## src/rtl/param_sync_counter.sv

```systemverilog
// rtl/param_sync_counter.sv - parameterised synchronous up/down counter with load, wrap/saturate and cascade outputs; optional match port under PARAM_SYNC_COUNTER_MATCH_EN
module param_sync_counter #(
    parameter int     WIDTH    = 4,
    parameter longint MODULUS  = 16,
    parameter bit     SATURATE = 1'b0
) (
    input  logic             clk,
    input  logic             rst,
    input  logic             en,
    input  logic             up_dn,
    input  logic             load,
    input  logic [WIDTH-1:0] load_val,
`ifdef PARAM_SYNC_COUNTER_MATCH_EN
    input  logic [WIDTH-1:0] match_val,
    output logic             match,
`endif
    output logic [WIDTH-1:0] count,
    output logic             tc,
    output logic             co
);

    // Largest reachable count. When MODULUS == 2**WIDTH this is all-ones and
    // the wrap paths below collapse onto natural binary overflow.
    localparam logic [WIDTH-1:0] MAX_VAL = WIDTH'(MODULUS - 1);
    localparam logic [WIDTH-1:0] ONE     = WIDTH'(1);

    // Reject configurations the count range cannot represent.
    if (WIDTH < 1 || WIDTH > 32) begin : g_bad_width
        $error("param_sync_counter: WIDTH must be 1..32");
    end
    if (MODULUS < 2 || MODULUS > (longint'(1) << WIDTH)) begin : g_bad_modulus
        $error("param_sync_counter: MODULUS must be 2..2**WIDTH");
    end

    logic             at_max;
    logic             at_zero;
    logic [WIDTH-1:0] load_clamped;
    logic [WIDTH-1:0] count_inc;
    logic [WIDTH-1:0] count_dec;
    logic [WIDTH-1:0] count_next;

    assign at_max  = (count == MAX_VAL);
    assign at_zero = (count == '0);

    // Terminal count follows up_dn directly so a direction change is seen at once.
    assign tc = up_dn ? at_max : at_zero;

    // Carry only when this edge would actually step the counter; the next
    // stage uses it as its enable, so load and reset must suppress it.
    assign co = tc & en & ~load & ~rst;

    // Out-of-range load values are pinned to the top of the count range.
    assign load_clamped = (load_val > MAX_VAL) ? MAX_VAL : load_val;

    // Boundary handling: wrap to the opposite end, or hold when saturating.
    assign count_inc = at_max  ? (SATURATE ? count : '0)      : count + ONE;
    assign count_dec = at_zero ? (SATURATE ? count : MAX_VAL) : count - ONE;

    // Next-state selection in priority order: reset, load, count, hold.
    always_comb begin
        count_next = count;
        if (rst) begin
            count_next = '0;
        end else if (load) begin
            count_next = load_clamped;
        end else if (en) begin
            count_next = up_dn ? count_inc : count_dec;
        end
    end

    // Single register bank on one clock edge; reset is folded into count_next.
    always_ff @(posedge clk) begin
        count <= count_next;
    end

`ifdef PARAM_SYNC_COUNTER_MATCH_EN
    // Pulse when the count moves onto match_val; sitting at the value, or
    // reloading the value already held, does not retrigger.
    always_ff @(posedge clk) begin
        if (rst) begin
            match <= 1'b0;
        end else begin
            match <= (count_next != count) && (count_next == match_val);
        end
    end
`endif

endmodule

```

## config.mk

```make
export PLATFORM = sky130hd
export DESIGN_NAME = param_sync_counter
export DESIGN_NICKNAME = d
export VERILOG_FILES = /design/src/rtl/param_sync_counter.sv
export SDC_FILE = /design/constraint.sdc
export NUM_CORES = 1
export LEC_CHECK = 0
export ABC_CLOCK_PERIOD_IN_PS = 1500
export CORE_AREA = 3 3 40 42
export DETAILED_ROUTE_END_ITERATION = 12
export DIE_AREA = 0 0 43 45
export RECOVER_POWER = 50
export SYNTH_ARGS = -nofsm -noshare
export SYNTH_HDL_FRONTEND = slang
export SYNTH_SLANG_ARGS = --single-unit
```

## constraint.sdc

```tcl
create_clock -name clk -period 1.5 [get_ports clk]
set_input_delay 0.225 -clock clk [delete_from_list [all_inputs] [get_ports clk]]
set_output_delay 0.225 -clock clk [all_outputs]
set_load 0.05 [all_outputs]
```

**Word level (Yosys, flattened, before mapping)**

Cells that the tools add are included.

- Register bits after elaboration: 4
- Input port bits: 9

- Add/subtract/negate cells: 2
- $lt $le $gt $ge: 1
- Eq/ne operators: 1
- Mux-type cells: 7
- Bitwise gates (word level): 5
- Reductions and logical operators: 2

Operator list:

| kind | count |
|---|---|
| two-way mux 4 bit | 6 |
| adder 4 x 1 -> 4 bit (second input constant) | 1 |
| equality test 4 bit (second input constant) | 1 |
| greater-than comparator 4 bit (second input constant) | 1 |
| logical NOT 4 bit | 1 |
| subtractor 4 x 1 -> 4 bit (second input constant) | 1 |
| AND 1 bit | 3 |
| inverter 1 bit | 2 |
| nonzero test 2 bit | 1 |
| two-way mux 1 bit | 1 |

**Depth between registers and ports, before layout**

- Word-level depth: 5
- Depth in mapped cells: 6
- Gate-level depth less buffers: 6

**Worst setup path after synthesis**

OpenSTA, ideal clock, no wires.

- Kind: register -> output
- From: register count[1]
- To: output port co
- Arrival time: 2712 ps
- Path slack: -1437 ps
- Stages on the path, launching flop included: 6
- Path buffers: 0
- Cell sequence: dfxtp_1 -> inv_1 -> ha_1 -> nand2b_1 -> o31ai_1 -> and3_1

- Cells in the longest elaborated chain, start to end: 5

Ends and longest elaborated chain:

| what | line | source |
|---|---|---|
| start: declaration | 17 | `output logic [WIDTH-1:0] count,` |
| start signal: assignment | 73 | `count <= count_next;` |
| equality test 4 bit / logical NOT 4 bit (equally long branches) | 42, 43 |  |
| two-way mux 1 bit * | 46 | `assign tc = up_dn ? at_max : at_zero;` |
| via tc | 18 | `output logic tc,` |
| AND 1 bit * (3 in series) | 50 | `assign co = tc & en & ~load & ~rst;` |
| end: declaration | 19 | `output logic co` |

Mark *: on every way through the listed nets, which the timed path passes. The rest lies on a longest branch.

**Worst setup path after layout**

- From: input port up_dn
- To: output port co

- Cells in the longest elaborated chain, start to end: 4

Ends and longest elaborated chain:

| what | line | source |
|---|---|---|
| start: declaration | 10 | `input logic up_dn,` |
| two-way mux 1 bit | 46 |  |
| AND 1 bit (3 in series) | 50 |  |

Every way passes these cells.

==> out/qor.yml <==
drt:
  drt_wl_total_um: 881
  vias_per_cell: 4.732
  vias: 388
  drc: 0
  postRouteAntennaNets: 0
  drt_iter0_markers: 2
  wire_per_inst_um: 10.74
  firstDrtPassIters: 4
sta:
  post-route-period-util: 1.091
  max_clock_freq_mhz: 610.9
  fin_tns_setup_ns: -0.2083
  hold_violations: 0
  clock-skew-final_ns: 0.004638
  worstMarginPinSlew_ns: 0.2555
  rsz0062_at_grt: "true"
  finalSetupViolations: 2
  holdWs_ns: 0.5696
  fin_crit_ns: 1.637
  slew_violations: 0
  worst_slack_ns: -0.1371
  slew-limit-headroom: 0.8282
finish:
  nFillCells: 125
  drive_above_1_share: 0.4478
  largest_reg_flops: 4
  reg_top3: "count (4)"
  top_register: "count"
  final_util: 0.5346
  n_antenna_cell: 0
  area_delta_synth_final_pct: 115.3
  num-nets-final: 79
setup_path:
  start_kind: "input port"
  crit_start: "up_dn"
  r2r_start: "count[2]$_SDFFE_PP0P_"
  crit_chain: "clkdlybuf4s50_1, nand2b_4, o31ai_4, and3_4, buf_12"
  max_stage_delay_ns: 0.46
  path_delay_family: "buffers and inverters"
  critPathKind: "input port to output pin"
  critPathArrivalTime_ns: 1.41
  slowest_stage: "clkdlybuf4s50_1"
  critPathBufInv: 2
  path_max_fanout: 4
  required_ns: 1.27
  critPathCaptureType: "output pin"
synthesis:
  yosysWarningCount: 0
  yosysTopAreaCellShare: 0.2510
  ys_seq_area_frac: 0.2510
  synth.ff_latch_count: 4
  syn_avg_cell_area_um2: 7.976
  synth_cells: 40
  syn_area_um2: 319.1
  synth.distinct_cells: 21
  synth_top_area_cell: "dfxtp_1"
  yosys-top-cells-area: "dfxtp_1 25%, xnor2_1 8.2%, ha_1 7.8%"
  syn_nets: 51
global_routing:
  grt_first_pass_wirelength_um: 1414
  grt_usage: 0.09884
  grt_max_degree: 9
  antenna_found_initial: 0
  overflow: 0
  grt_pass1_vias: 384
placed_design:
  dpl_worst_slack_ns: -0.1881
  dp_hpwl_um: 723.1
  port_buffers: 14
  gp_congestion: 0.7450
min_path:
  min-delay-start: "load_val[1]"
  hold_path_class: "input port to flop"
outcome:
  status: "finished with violations"
  violations: "setup timing"
floorplan:
  die_x_um: 43
  die_h_um: 45
  initial_core_util: 0.2483
  die-area_um2: 1935
  num_rows: 13
  ios: 15
  core_area_um2: 1285
power:
  power_density_nw_per_um2: 755.8
  clockPowerShare: 0.280
  p_seq_frac: 0.266
  combPwrFrac: 0.454
  p_total_mw: 0.5192
  leakagePower_nw: 0.2763
  p_switching_mw: 0.1733
  sw_frac_of_total: 0.3339
  internal-power_mw: 0.3458
  peakVddDrop_v: 0.0003384
clock_network:
  cts_buffers: 3
  cts_root_buf: "clkbuf_4"
  cts_hold_buf: 0
  htree_levels: 1
  clockBufferDepth: 2
  cts_tree: "done"
  clkSlewWorstSetupHoldPaths_ns: 0.04
  clkSinkCount: 4
  clk_latency_ns: 0.23
flow_run:
  drv_cap: 0
-- logic make-up after synthesis --
kind of cell | count (synthesis) | synth area share
AOI/OAI and AO/OA | 14 | 0.3333
and+or+nand+nor | 11 | 0.1647
muxes | 1 | 0.03137
adders and majority gates | 2 | 0.07842
DFF | 4 | 0.2510
xor gates and xnor gates | 3 | 0.08237
buffers and inverters | 5 | 0.05883
-- worst register-to-register path, delay by kind of cell (launching register included) --
family	cells	cell delay (ns)
AO/OA/AOI/OAI	2	0.35
buffers and inverters	1	0.06
flip-flops	1	0.39
AND/OR/NAND/NOR	1	0.51
-- cell usage after synthesis --
master	instances
a211oi_1	2
a21bo_1	1
a21boi_0	1
a21oi_1	4
a311o_1	1
a41oi_2	1
and3_1	1
dfxtp_1	4
ha_1	2
inv_1	3
inv_2	2
mux2i_1	1
nand2_1	1
nand2b_1	1
nand4_1	1
nor2_1	6
o21ai_0	1
o21bai_1	1
o31ai_1	2
or4_1	1
xnor2_1	3
-- area by class of cell --
type                    instances  area, um^2  area share
inverters                       5       23.77     0.03461
clock buffers                   4       26.28     0.03825
repair buffers                 23       264.0      0.3843
flip-flops and latches          4       92.59      0.1348
multi-input cells              31       261.5      0.3807
well taps                      15       18.77     0.02732
-- cells in the final DEF, fill, tap and decap left out, types with 3 or more instances in the layout --
cell type        Yosys  routed
clkbuf_4             0       3
clkdlybuf4s50_1      0       8
a21oi_1              4       4
nor2_1               6       6
xnor2_1              3       3
dfxtp_4              0       3
buf_12               0       6
buf_4                0       8
-- routing by layer --
metal,wire (um),track usage,up-vias
met5,0,0,-
met4,4,0.05422,0
met1,398,0.1053,175
li1,-,-,199
met2,428,0.1796,12
met3,50,0.02390,2
-- through the flow --
step	cells	cell area, um^2
2_1_floorplan	40	375.4
3_3_place_gp	76	646.9
3_5_place_dp	76	646.9
4_1_cts	82	690.7
5_1_grt	82	686.9
6_report	82	686.9
-- final timing paths --
path | cells past startpoint | slack (ns) | end
setup / recovery | 5 | -0.14 | co
hold / removal | 3 | 0.57 | count[1]$_SDFFE_PP0P_
setup reg to reg | 4 | 0.12 | count[3]$_SDFFE_PP0P_
hold reg to reg | 2 | 0.64 | count[2]$_SDFFE_PP0P_
-- power groups by stage --
stage	Clock, mW	Combinational (mW)	Sequential, mW
final	0.146	0.236	0.138
after global placement	0	0.227	0.140
after detailed placement	0	0.230	0.141
after CTS	0.153	0.239	0.138
after floorplan	0	0.0847	0.169
after global routing	0.162	0.250	0.140
-- repair_timing --
action | CTS | global route
setup endpoints to repair | 2 | 2
resized for setup | 1 | 0
setup buffers | 2 | 0
pin swaps | 2 | 0
Note: power is estimated with default switching activity, not from simulation.
==> RTL change: new RTL, config.mk and constraints unchanged <==
The parameter `WIDTH` goes from 4 to 5.
--- a/src/rtl/param_sync_counter.sv
+++ b/src/rtl/param_sync_counter.sv
@@ -1,6 +1,6 @@
 // rtl/param_sync_counter.sv - parameterised synchronous up/down counter with load, wrap/saturate and cascade outputs; optional match port under PARAM_SYNC_COUNTER_MATCH_EN
 module param_sync_counter #(
-    parameter int     WIDTH    = 4,
+    parameter int     WIDTH    = 5,
     parameter longint MODULUS  = 16,
     parameter bit     SATURATE = 1'b0
 ) (
Ports: changed (resized count and load_val); port bits go from 15 to 17. The function was not compared with the original's and may differ.
==> RTL change against the original RTL <==
The flow still finishes with violations (setup timing); design area rose by 28%; sequential share of layout area is 0.53 points lower; wire length is 44% higher; hold slack better by 0.057 ns; area after synthesis up 34%; count of clock-buffer cells in the layout unchanged; power grew 21%; non-clock buffer count grew 10; final cell count rose by 24%; register-to-register slack got worse by 0.31 ns; sequential cell count grew 1; setup slack got worse by 0.092 ns; maximum frequency shrank 5.3%; largest cell class unchanged.
==> RTL change: results (changes against the original RTL) <==
- Initial DRC Count: 10 (was 2)
- Syn Nets: 65 (was 51)
- Peak VDD IR: 449 uV (was 338 uV)
- Skew final: 0.00375 ns (was 0.00464 ns)
- # fillers: 94 (was 125)
- Seq/Total Area, Yosys: 0.234 (was 0.251)
- Failing checks: setup timing (unchanged)
- Gr usage total: 0.143 (was 0.0988)
- # setup viols final: 4 (was 2)
- Largest registers: count: 5 flops (was count: 4 flops)
- GP Congestion: 0.738 (was 0.745)
- Vias in the first global route: 496 (was 384)
- Status: complete, but fails checks (unchanged)
- First-pass GRT wire length: 1990 um (was 1410 um)
- Top cells by area, synth: dfxtp_1 (23%), nor2_1 (6.1%), ha_1 (5.8%), a21oi_1 (4.7%), o31a_1 (4.1%) (was dfxtp_1 (25%), xnor2_1 (8.2%), ha_1 (7.8%), nor2_1 (7.1%), a21oi_1 (6.3%))
- Synth Area in Adders: 0.0585 (was 0.0784)
- Largest family of logic cells by synthesized area: simple AND/OR/NAND/NOR gates (was compound AO/OA/AOI/OAI gates)
- Mux cell area share after synthesis: 0.0234 (was 0.0314)
- Netlist cell types: 31 (was 21)
- Fin nets: 100 (was 79)
- CP max stage delay: 0.35 ns (was 0.46 ns)
- Largest net degree at the start of global routing: 11 (was 9)
- Arrival @ worst endpoint: 1.50 ns (was 1.41 ns)
- Worst-Margin Slew: 0.291 ns (was 0.255 ns)
- Final Worst Setup Slack: -0.229 ns (was -0.137 ns)
- Cell leakage power: 0.365 nW (was 0.276 nW)
- Top post-synthesis cells by count: nor2_1 (7), dfxtp_1 (5), a21oi_1 (4), inv_1 (3) (was nor2_1 (6), a21oi_1 (4), dfxtp_1 (4), inv_1 (3), xnor2_1 (3))
- Post-synthesis compound-gate area fraction: 0.243 (was 0.333)
- I/O Buffers: 16 (was 14)
RTL change: changes by cell type after synthesis, sizes merged, moves of 2 or more:
cell    unedited run  this run
nor3               0         2
buf                0         2
a211oi             2         0
nand3              0         2
inv                5         3
o31a               0         3
RTL change: per-layer routing:
metal  track usage  vias up
met5             0        -
met4         0.108        0
met3        0.0279        2
met2         0.246       18
met1         0.155      237
li1              -      263
RTL change: final timing paths:
kind | start | cells past startpoint | slack (ns) | to
worst max-delay path | count[0] | 6 | -0.23 | co
worst min-delay path | count[2] | 2 | 0.63 | count[2]
worst max register to register | count[0] | 7 | -0.19 | count[3]
worst min register to register | count[2] | 2 | 0.63 | count[2]
RTL change: worst min-delay path, stage by stage (launching register included):
cell	delay, ns
dfxtp_2	0.36
xor2_1	0.08
o21a_1	0.15
RTL change: where the power goes:
group	leakage [nW]	total (mW)	internal, mW	switching, mW
clock	0.0150	0.157	0.101	0.0559
combinational	0.306	0.312	0.171	0.142
sequential	0.0439	0.159	0.145	0.0139
RTL change: through the flow:
step	utilization	hold slack, ns	worst slack (ns)	setup TNS [ns]	instances
6_report	0.685	0.627	-0.229	-0.645	102
3_3_place_gp	0.635	0.618	-0.296	-1.19	95
4_1_cts	0.685	0.625	-0.249	-0.662	102
5_1_grt	0.685	0.642	-0.284	-0.883	102
3_5_place_dp	0.635	0.613	-0.321	-1.27	95
2_1_floorplan	-	0.285	-0.343	-0.540	53
RTL change: final cells by class:
type	instances	area share
Clock buffer	4	0.0299
Inverter	3	0.0185
Multi-Input combinational cell	42	0.390
Sequential cell	5	0.129
Tap cell	15	0.0213
Timing Repair Buffer	33	0.411
RTL change: repair_timing:
item,4_1_cts,5_1_grt
setup endpoints to repair,3,4
resized for setup,4,0
setup buffers,3,0
pin swaps,3,0
